==> src/rtl/sar_scan_scheduler.sv <==
// Round-robin scheduler time-sharing one SAR converter: grant, mux settle, convert, capture tagged result.
// Grant one edge after an IDLE request sample; sar_enable SETTLE_CYCLES later; no backpressure, requests are level-held.
module sar_scan_scheduler #(
    parameter int WIDTH          = 8,
    parameter int NUM_CH         = 4,
    parameter int SETTLE_CYCLES  = 5000,
    parameter int TIMEOUT_CYCLES = 100000
) (
    input  logic                      clk,
    input  logic                      reset,
    input  logic                      enable,
    input  logic [NUM_CH-1:0]         req,
    input  logic                      sar_done,
    input  logic [WIDTH-1:0]          sar_result,
    output logic [$clog2(NUM_CH)-1:0] mux_sel,
    output logic                      sar_enable,
    output logic [NUM_CH-1:0]         grant,
    output logic                      busy,
    output logic [WIDTH-1:0]          result,
    output logic [$clog2(NUM_CH)-1:0] result_ch,
    output logic                      result_valid,
    output logic                      timeout_err
);
    localparam int CHW = $clog2(NUM_CH);
    localparam int SW  = $clog2(SETTLE_CYCLES + 1);
    localparam int TW  = $clog2(TIMEOUT_CYCLES + 1);

    localparam logic [1:0] IDLE    = 2'd0;
    localparam logic [1:0] SETTLE  = 2'd1;
    localparam logic [1:0] CONVERT = 2'd2;
    localparam logic [1:0] CAPTURE = 2'd3;

    logic [1:0]        r_state;
    logic [CHW-1:0]    r_last_ch;
    logic [CHW-1:0]    r_mux_sel;
    logic [NUM_CH-1:0] r_grant;
    logic [SW-1:0]     r_settle_cnt;
    logic [TW-1:0]     r_to_cnt;
    logic              r_done_seen;
    logic [WIDTH-1:0]  r_result;
    logic [CHW-1:0]    r_result_ch;
    logic              r_result_valid;
    logic              r_timeout_err;

    logic              w_found;
    logic [CHW-1:0]    w_sel;
    logic [CHW-1:0]    w_cand;
    logic [NUM_CH-1:0] w_grant;

    // Search upward from the channel after the last one served, wrapping.
    always_comb begin
        w_found = 1'b0;
        w_sel   = '0;
        w_cand  = '0;
        for (int i = 1; i <= NUM_CH; i++) begin
            w_cand = CHW'((int'(r_last_ch) + i) % NUM_CH);
            if (!w_found && req[w_cand]) begin
                w_found = 1'b1;
                w_sel   = w_cand;
            end
        end
        w_grant        = '0;
        w_grant[w_sel] = 1'b1;
    end

    always_ff @(posedge clk or posedge reset) begin
        if (reset) begin
            r_state        <= IDLE;
            r_last_ch      <= CHW'(NUM_CH - 1);
            r_mux_sel      <= '0;
            r_grant        <= '0;
            r_settle_cnt   <= '0;
            r_to_cnt       <= '0;
            r_done_seen    <= 1'b0;
            r_result       <= '0;
            r_result_ch    <= '0;
            r_result_valid <= 1'b0;
            r_timeout_err  <= 1'b0;
        end else begin
            r_result_valid <= 1'b0;
            r_timeout_err  <= 1'b0;
            case (r_state)
                IDLE: begin
                    if (enable && w_found) begin
                        r_grant      <= w_grant;
                        r_mux_sel    <= w_sel;
                        r_settle_cnt <= '0;
                        r_state      <= SETTLE;
                    end else begin
                        r_grant <= '0;
                    end
                end
                SETTLE: begin
                    if (!enable) begin
                        r_grant <= '0;
                        r_state <= IDLE;
                    end else if (r_settle_cnt == SW'(SETTLE_CYCLES - 1)) begin
                        r_to_cnt    <= '0;
                        r_done_seen <= 1'b0;
                        r_state     <= CONVERT;
                    end else begin
                        r_settle_cnt <= r_settle_cnt + 1'b1;
                    end
                end
                CONVERT: begin
                    // Abort wins over capture and timeout; the result is taken on the falling edge of done.
                    if (!enable) begin
                        r_grant <= '0;
                        r_state <= IDLE;
                    end else if (r_done_seen && !sar_done) begin
                        r_result       <= sar_result;
                        r_result_ch    <= r_mux_sel;
                        r_result_valid <= 1'b1;
                        r_state        <= CAPTURE;
                    end else if (r_to_cnt == TW'(TIMEOUT_CYCLES - 1)) begin
                        r_timeout_err <= 1'b1;
                        r_last_ch     <= r_mux_sel;
                        r_grant       <= '0;
                        r_state       <= IDLE;
                    end else begin
                        r_to_cnt <= r_to_cnt + 1'b1;
                        if (sar_done) begin
                            r_done_seen <= 1'b1;
                        end
                    end
                end
                default: begin
                    if (enable) begin
                        r_last_ch <= r_mux_sel;
                    end
                    r_grant <= '0;
                    r_state <= IDLE;
                end
            endcase
        end
    end

    assign mux_sel      = r_mux_sel;
    assign sar_enable   = (r_state == CONVERT);
    assign grant        = r_grant;
    assign busy         = (r_state != IDLE);
    assign result       = r_result;
    assign result_ch    = r_result_ch;
    assign result_valid = r_result_valid;
    assign timeout_err  = r_timeout_err;
endmodule

==> config.mk <==
export PLATFORM = sky130hd
export DESIGN_NAME = sar_scan_scheduler
export DESIGN_NICKNAME = d
export VERILOG_FILES = /design/src/rtl/sar_scan_scheduler.sv
export SDC_FILE = /design/constraint.sdc
export NUM_CORES = 1
export LEC_CHECK = 0
export ABC_AREA = 1
export BUFFER_PORTS_ARGS = -buffer_cell sky130_fd_sc_hd__buf_2
export CORE_UTILIZATION = 59
export DETAILED_ROUTE_END_ITERATION = 16
export PLACE_DENSITY = 0.8
export REMOVE_ABC_BUFFERS = 1
export SETUP_SLACK_MARGIN = 0.5
export SLEW_MARGIN = 20
export SYNTH_ARGS = -nofsm -noshare
export SYNTH_HDL_FRONTEND = slang
export SYNTH_SLANG_ARGS = --single-unit
==> constraint.sdc <==
create_clock -name clk -period 2 [get_ports clk]
set_clock_uncertainty 0.15 [all_clocks]
set_input_delay 0.1 -clock clk [delete_from_list [all_inputs] [get_ports clk]]
set_output_delay 0.1 -clock clk [all_outputs]
set_load 0.01 [all_outputs]
==> flow_summary.toml, run 1 <==
[outcome]
status = "complete, but fails checks"
violations = "setup timing"

[clocking]
numCtsBuffers = 5
cts_root_buf = "clkbuf_8"
htreeDepth = 2
clock_path_buffers = 2
clk_latency_ns = 0.34
clk_pin_slew_ns = 0.12
cts_sinks = 53
cts_tree = "built"

[synth]
synthFlopType = "dfrtp_1"
synth_simple_gate_area_share = 0.385
ys_types = 32
synth_edf_count = 0
ys_top_cells_by_count = "159 x nand2_1, 51 x dfrtp_1, 49 x nor2_1, 41 x inv_1, 41 x nand3_1"
ys_seq_area_frac = 0.415
yosys.area.top_type = "dfrtp_1"
synthAdderAreaFrac = 0.00782
synth_top_cell_area_share = 0.399
async_reset_ff_frac = 1.00
synth_top_family_by_area = "simple AND/OR/NAND/NOR gates"
syn_inst = 445
yosysMostFrequentCell = "nand2_1"
synthTopCellsByArea = "dfrtp_1 40%, nand2_1 19%, nand3_1 6.4%"
synthMuxAreaShare = 0
avgSynthCellArea_um2 = 7.20
synth_compound_area_frac = 0.0653
yosysWarnings = 0
synth_xor_area_frac = 0.0492
syn-cell-area_mm2 = 0.00320
ys_ff_latch = 53

[floorplanning]
rows = 26
start_util = 0.619
ios = 36
core_mm2 = 0.00517
dieArea_mm2 = 0.00573
die_w_um = 75.7
die_h_um = 75.7

[min_path]
hp-start = "enable"
min_path_type = "input pin to flip-flop"

[routing]
viasPerCell = 7.24
drt_first_pass_iters = 14
drc = 0
drtAntennaViolNets = 0
wl_per_cell_um = 26.5
drtIter0Drc = 1141
vias = 4438
routed_wl_um = 16300

[cells_and_area]
area.growth.synth_to_final_pct = 49.9
num_antenna_cells = 0
fin_util = 0.928
drive_gt1_frac = 0.442
fill_cells = 138
regArea_mm2 = 0.00133
multi_input_area_mm2 = 0.00222
fin_nets = 560

[setup_path]
cp_slowest_cell = "dfrtp_1"
crit_type = "flip-flop to flip-flop"
crit_start = "r_to_cnt[14]"
cp.required_ns = 2.13
start_kind = "flip-flop"
crit_chain = "inv_1 -> nand4_1 -> nor2_1 -> nand2_2 -> buf_4 -> buf_4 -> nand4_1 -> nand2_1 -> inv_1 -> nand3_1 -> nand2_1"
critPathMaxStageDelay_ns = 0.47
cp_max_fo = 4
end_kind = "flip-flop"
timing.rr.start = "r_to_cnt[14]"
crit_arrival_ns = 2.74

[global_route]
overflow = 0
first_global_vias = 3514
grt_usage = 0.408
antenna_found_initial = 0
grt_max_degree = 28
grt_pass1_wl_um = 17000

[timing]
finalSetupViolCount = 41
fin_ws_ns = -0.607
fin_crit_sh = 1.30
finalMaxSlewViolations = 0
tightest_slew_ns = 0.656
timing.hold.ws_ns = 0.171
max_freq_mhz = 384
hold_viol = 0
relSlewSlack = 0.562
rsz0062_at_grt = "true"
period_needed_ns = 2.61

[power_and_ir_drop]
p_per_area_mw_per_mm2 = 1300
vdd_drop_max_uv = 887
leakage_nw = 2.33

[place]
dp_hpwl_um = 5070
numPortBuffers = 35
place_congestion = 0.976

[run]
max-cap-violations = 0
-- where the power goes --
part | total (mW) | leakage, nW | internal, mW | switching, mW
sequential | 1.80 | 0.703 | 1.38 | 0.424
clock | 0.697 | 0.0447 | 0.255 | 0.442
combinational | 3.74 | 1.59 | 1.30 | 2.44
-- final timing paths --
kind,to,slack [ns],depth (start not counted)
hold reg to reg,result[2],0.39,2
max in group asynchronous,r_to_cnt[13],0.85,4
setup / recovery,r_state[0],-0.61,11
hold / removal,r_state[0],0.17,5
setup reg to reg,r_state[0],-0.61,11
min in group asynchronous,result[0],0.23,3
-- kinds of logic after synthesis --
group	count (synthesis)
simple gates	282
buf+inv	56
flops	53
compound gates	34
xor+xnor	18
fa+ha+maj	2
-- stage by stage --
stage          TNS, ns  worst slack (ns)  cells  power [mW]  instance area [um2]
4_1_cts              0            0.0947    603        4.89                 4330
3_5_place_dp   -0.0712           -0.0261    553        3.55                 3530
5_1_grt         -19.70            -0.727    613        6.47                 4800
2_1_floorplan   -0.829           -0.0989    435        2.90                 3130
6_report        -16.59            -0.607    613        6.24                 4800
3_3_place_gp         0            0.0565    553        3.47                 3530
-- critical path: cells and delay by family, from the launching register on --
kind	cells	cell delay (ns)
AND/OR/NAND/NOR	7	1.24
buffers and inverters	4	0.67
flip-flops	1	0.47
-- routing by layer --
layer	track usage	share of wire	routed length, um
met5	0	0.00080	13
met4	0.263	0.11	1860
met3	0.138	0.17	2740
met2	0.634	0.41	6710
met1	0.485	0.30	4950
-- area by class of cell --
cell class,instances,area share
inverters,46,0.0422
repair inverters,1,0.00339
multi-input cells,338,0.462
clock buffers,5,0.0143
clock inverters,3,0.00521
repair buffers,97,0.178
well taps,70,0.0182
flip-flops and latches,53,0.277
-- cell usage in the layout, fill, tap and decap left out, types with 2 or more instances in the layout --
cell type       n
clkinv_8        2
o21ai_0         4
clkbuf_8        5
nand2_4        38
nand2_1        88
buf_8           2
buf_6          11
nor3_1          9
nor2_2          3
buf_16          3
nand2_2        41
buf_2          35
o21ai_1         3
buf_12          4
clkinv_4        2
nand4_1         7
ha_2            2
dfrtp_1        50
a21oi_2         3
dfstp_2         2
nand2_8         2
nand3_1        28
inv_4           2
xor2_1         17
o21ai_2        18
inv_2           7
nand3_2         9
dlygate4sd3_1  12
a21oi_1         3
nor2_4          7
nand3_4         6
inv_1          34
buf_4          29
nor2_1         43
-- timing repair --
item | 4_1_cts | 5_1_grt
endpoints found under the hold margin | 35 | 0
hold buffers | 12 | 0
gates cloned | 7 | 2
pin swaps | 33 | 17
setup buffers | 23 | 8
endpoints found under the setup margin | 53 | 55
resized for setup | 104 | 99
-- state kept, by name, summed over array words and instances (netlist names) --
signal	flops
mux_sel	2
result_valid	1
r_state	2
grant	4
result_ch	2
r_done_seen	1
r_last_ch	2
r_to_cnt	17
result	8
r_settle_cnt	13
timeout_err	1
No activity file was read; power rests on OpenSTA's default activity.
==> inputs of run 2 (changes only) <==
- CORE_MARGIN: unset -> 4
==> run 2 against run 1 <==
  * The flow still finishes with violations (setup timing)
  * Global-route usage down 10 points
  * Wire length shrank 14%
  * Register-to-register slack gained 0.29 ns
  * Clock power fell by 4.3%
  * Critical path type unchanged
  * Largest power group unchanged
  * Highest routed layer is now met4
==> flow_summary.toml, run 2 (synthesis results as in run 1) <==
[power_and_ir_drop]
vdd_drop_max_uv = 785
p_per_area_mw_per_mm2 = 1220
leakage_nw = 2.28

[setup_path]
end_kind = "flip-flop"
cp_max_fo = 8
crit_arrival_ns = 2.39
crit_type = "flip-flop to flip-flop"
cp.required_ns = 2.07
start_kind = "flip-flop"

[global_route]
grt_pass1_wl_um = 15800
antenna_found_initial = 0
first_global_vias = 3403
overflow = 0
grt_max_degree = 54
grt_usage = 0.306

[timing]
finalSetupViolCount = 39
rsz0062_at_grt = "true"
tightest_slew_ns = 0.649
period_needed_ns = 2.31
finalMaxSlewViolations = 0
max_freq_mhz = 432
fin_crit_sh = 1.16
fin_ws_ns = -0.315
timing.hold.ws_ns = 0.142
hold_viol = 0
relSlewSlack = 0.564

[cells_and_area]
num_antenna_cells = 0
drive_gt1_frac = 0.406
fin_util = 0.905
area.growth.synth_to_final_pct = 46.3
regMostFlops = "r_to_cnt"
layout_commonest_cell = "nand2_1"
largest_reg_flops = 17
mostFrequentLayoutCells = "113 x nand2_1, 49 x dfrtp_1, 40 x nor2_1"
design_area_mm2 = 0.00468
fin_nets = 561

[place]
placed_area_mm2 = 0.00351
dp_hpwl_um = 5130
numPortBuffers = 35
place_congestion = 0.900
dp_slack_ns = 0.0447

[clocking]
numCtsBuffers = 5
cts_tree = "built"
cts_sinks = 53
cts_root_buf = "clkbuf_8"
htreeDepth = 2
clk_pin_slew_ns = 0.11
clk_latency_ns = 0.33
clock_path_buffers = 2

[routing]
route.met3.wl_um = 1700
viasPerCell = 6.63
met2_length_um = 6310
drtAntennaViolNets = 0
wl_per_cell_um = 22.7
drt_first_pass_iters = 8
drc = 0
top_layer = "met4"
drtIter0Drc = 672
routed_wl_um = 14000
vias = 4069
wl_met1_um = 4730

[floorplanning]
die_h_um = 81.7
ios = 36
rows = 26
die_w_um = 81.7
dieArea_mm2 = 0.00667
core_mm2 = 0.00517
start_util = 0.619

[outcome]
status = "complete, but fails checks"
violations = "setup timing"

[min_path]
min_path_type = "input pin to flip-flop"

[run]
max-cap-violations = 0
run 2: power by group:
group | total [mW] | switching, mW | internal [mW]
Combinational | 3.34 | 2.14 | 1.20
Sequential | 1.73 | 0.353 | 1.38
Clock | 0.667 | 0.413 | 0.254
run 2: layer usage:
metal | global-route usage | up-vias
met1 | 0.374 | 1887
li1 | - | 1612
met2 | 0.537 | 411
met5 | 0 | -
met4 | 0.110 | 0
met3 | 0.0570 | 159
run 2: critical path: stages, from the launching register on:
cell	delay [ns]
dfrtp_2	0.48
inv_1	0.12
nor2_1	0.44
inv_1	0.19
nor2_2	0.23
nand2_4	0.19
buf_4	0.22
nand3_1	0.09
nand2_1	0.08
run 2: final timing paths:
path / from / end / slack [ns] / depth (start not counted)
worst min-delay path: enable / r_state[0] / 0.14 / 5
max in group asynchronous: reset / r_last_ch[0] / 1.18 / 4
min in group asynchronous: reset / r_settle_cnt[7] / 0.21 / 4
worst max register to register: r_state[0] / r_settle_cnt[12] / -0.31 / 8
worst max-delay path: r_state[0] / r_settle_cnt[12] / -0.31 / 8
worst min register to register: grant[3] / grant[3] / 0.36 / 2
run 2: what timing repair did:
item | in CTS | in global routing
pin swaps | 32 | 32
buffers inserted | 23 | 10
gates resized for setup | 68 | 104
hold buffers | 11 | 0
endpoints found under the hold margin | 65 | 0
endpoints found under the setup margin | 53 | 55
cloned | 4 | 5
run 2: area by class of cell:
class                   instances  area [um2]
inverters                      46         193
clock buffers                   5        68.8
flip-flops and latches         53        1330
multi-input cells             340        2130
well taps                      70        87.6
clock inverters                 3        25.0
fillers                       178         489
repair buffers                 97         847
run 2: through the flow:
stage	power, mW	TNS, ns	instances
2_1_floorplan	2.90	-0.829	435
3_3_place_gp	3.46	0	553
3_5_place_dp	3.55	0	553
4_1_cts	4.67	0	599
5_1_grt	5.91	-7.74	614
6_report	5.74	-5.80	614
==> inputs of run 3 (changes only) <==
- CORE_UTILIZATION: 59 -> 30
- PLACE_DENSITY: 0.8 -> unset
- SETUP_SLACK_MARGIN: 0.5 -> 0.4
- clock period: 2 -> 2.95 ns (I/O delays scaled with it)
==> run 3 against run 2 <==
  * The flow now finishes without violations
  * Design area down 21%
  * Sequential share of layout area up 7.6 points
  * Count of clock-buffer cells in the layout unchanged
  * Non-clock buffer count down 50
  * Flip-flop and latch count unchanged
  * Wire length down 49%
  * Global-route usage down 18 points
  * Utilization down 55 points
  * Setup slack better by 1.1 ns
  * Critical path type unchanged
  * Highest routed layer unchanged
==> flow_summary.toml, run 3 (synthesis results as in run 1) <==
[timing]
finalMaxSlewViolations = 0
tightest_slew_ns = 0.898
fin_crit_sh = 0.748
rsz0062_at_grt = "false"
hold_viol = 0
timing.hold.ws_ns = 0.0441
finalSetupViolCount = 0
period_needed_ns = 2.21
setup_tns_ns = 0
max_freq_mhz = 453
fin_ws_ns = 0.744
relSlewSlack = 0.401

[floorplanning]
die_w_um = 111
die_h_um = 111
rows = 37
ios = 36
start_util = 0.309
dieArea_mm2 = 0.0124
core_mm2 = 0.0104

[power_and_ir_drop]
vdd_drop_max_uv = 365
p_total_mw = 2.75
leakage_nw = 1.81
p_per_area_mw_per_mm2 = 747

[global_route]
grt_max_degree = 53
grt_pass1_wl_um = 12800
overflow = 0
grt.busiest_layer = "met2"
first_global_vias = 2825
antenna_found_initial = 0
grt_use_met1 = 0.153
grtUsageMet3 = 0.0300
use_met2 = 0.207
grt_usage = 0.121

[place]
dp_slack_ns = 0.771
dp_hpwl_um = 5270
place_congestion = 0.850
placed_area_mm2 = 0.00349
numPortBuffers = 35

[setup_path]
cp_slowest_cell = "dfrtp_1"
end_kind = "flip-flop"
crit_top_cell = "inv_1"
cp.required_ns = 3.05
start_kind = "flip-flop"
r2r-end = "r_state[0]"
crit_arrival_ns = 2.31
timing.rr.start = "r_state[0]"
critPathMaxStageDelay_ns = 0.45
reg2reg_setup_slack_ns = 0.74
crit_type = "flip-flop to flip-flop"
crit_buf_inv = 4
path_delay_family = "simple AND/OR/NAND/NOR gates"
crit_chain = "nor2_4 -> inv_1 -> nor2_1 -> inv_1 -> nor2_1 -> buf_4 -> inv_1 -> nand2_1 -> nand3_1 -> nand2_1"
reg2reg_depth = 10
cp_max_fo = 15

[min_path]
min_path_cells = 3
min_path_type = "input pin to flip-flop"
hold_end = "r_state[1]"
hp-start = "enable"

[cells_and_area]
mostFrequentLayoutCells = "159 x nand2_1, 51 x dfrtp_1, 49 x nor2_1"
drive_gt1_frac = 0.155
fill_cells = 1071
regArea_mm2 = 0.00133
multi_input_area_mm2 = 0.00162
regMostFlops = "r_to_cnt"
layout_commonest_cell = "nand2_1"
area.growth.synth_to_final_pct = 15.1
design_area_mm2 = 0.00368
largest_reg_flops = 17
fin_nets = 507
num_antenna_cells = 0

[routing]
viasPerCell = 4.59
vias = 2873
wl_per_cell_um = 11.4
drtIter0Drc = 213
drtAntennaViolNets = 0
drc = 0
drt_first_pass_iters = 4
routed_wl_um = 7110

[clocking]
ctsResizeCount = 0
numCtsBuffers = 5
cts_tree = "built"
clock_path_buffers = 2
htreeDepth = 2
clk_latency_ns = 0.31
cts_root_buf = "clkbuf_8"
cts_setup_buffers = 0
cts_sinks = 53
clk_pin_slew_ns = 0.10

[run]
max-cap-violations = 0

[outcome]
status = "completed"
[run 3: final cells by class]
| class | count | area share |
|---|---|---|
| inverters | 46 | 0.0479 |
| clock inverters | 3 | 0.00713 |
| flip-flops and latches | 53 | 0.361 |
| well taps | 136 | 0.0462 |
| multi-input cells | 336 | 0.441 |
| clock buffers | 5 | 0.0187 |
| repair buffers | 47 | 0.0788 |
[run 3: per-layer routing]
layer	wire [um]	vias to the layer above
li1	-	1483
met1	3330	1317
met2	3300	60
met3	385	13
met4	104	0
met5	0	-
[run 3: worst register-to-register path, cell delays in order (launching register included)]
cell and delay [ns]:
dfrtp_1 0.45, nor2_4 0.35, inv_1 0.22, nor2_1 0.13
inv_1 0.06, nor2_1 0.14, buf_4 0.20, inv_1 0.20
nand2_1 0.12, nand3_1 0.08, nand2_1 0.06
[run 3: worst max path at each step]
stage                      from     endpoint  slack, ns  cells after the start
floorplan            r_state[0]   r_state[0]       0.85                      9
global placement    r_to_cnt[1]  r_done_seen       0.83                     14
detailed placement   r_state[0]   r_state[0]       0.77                     10
CTS                  r_state[0]   r_state[0]       0.72                     10
global route         r_state[0]   r_state[0]       0.44                     10
finish               r_state[0]   r_state[0]       0.74                     10
[run 3: stage by stage]
stage	cells	util
floorplan	435	-
global placement	608	0.336
detailed placement	608	0.336
CTS	626	0.355
global route	626	0.355
finish	626	0.355
[run 3: power breakdown]
group	switching [mW]	leakage [nW]	total, mW	internal [mW]
Combinational	0.805	1.06	1.20	0.398
Clock	0.263	0.0487	0.436	0.174
Sequential	0.180	0.704	1.11	0.933
[run 3: repair_timing]
action	4_1_cts	5_1_grt
hold endpoints to repair	48	0
hold buffers	10	0
endpoints found under the setup margin	0	0
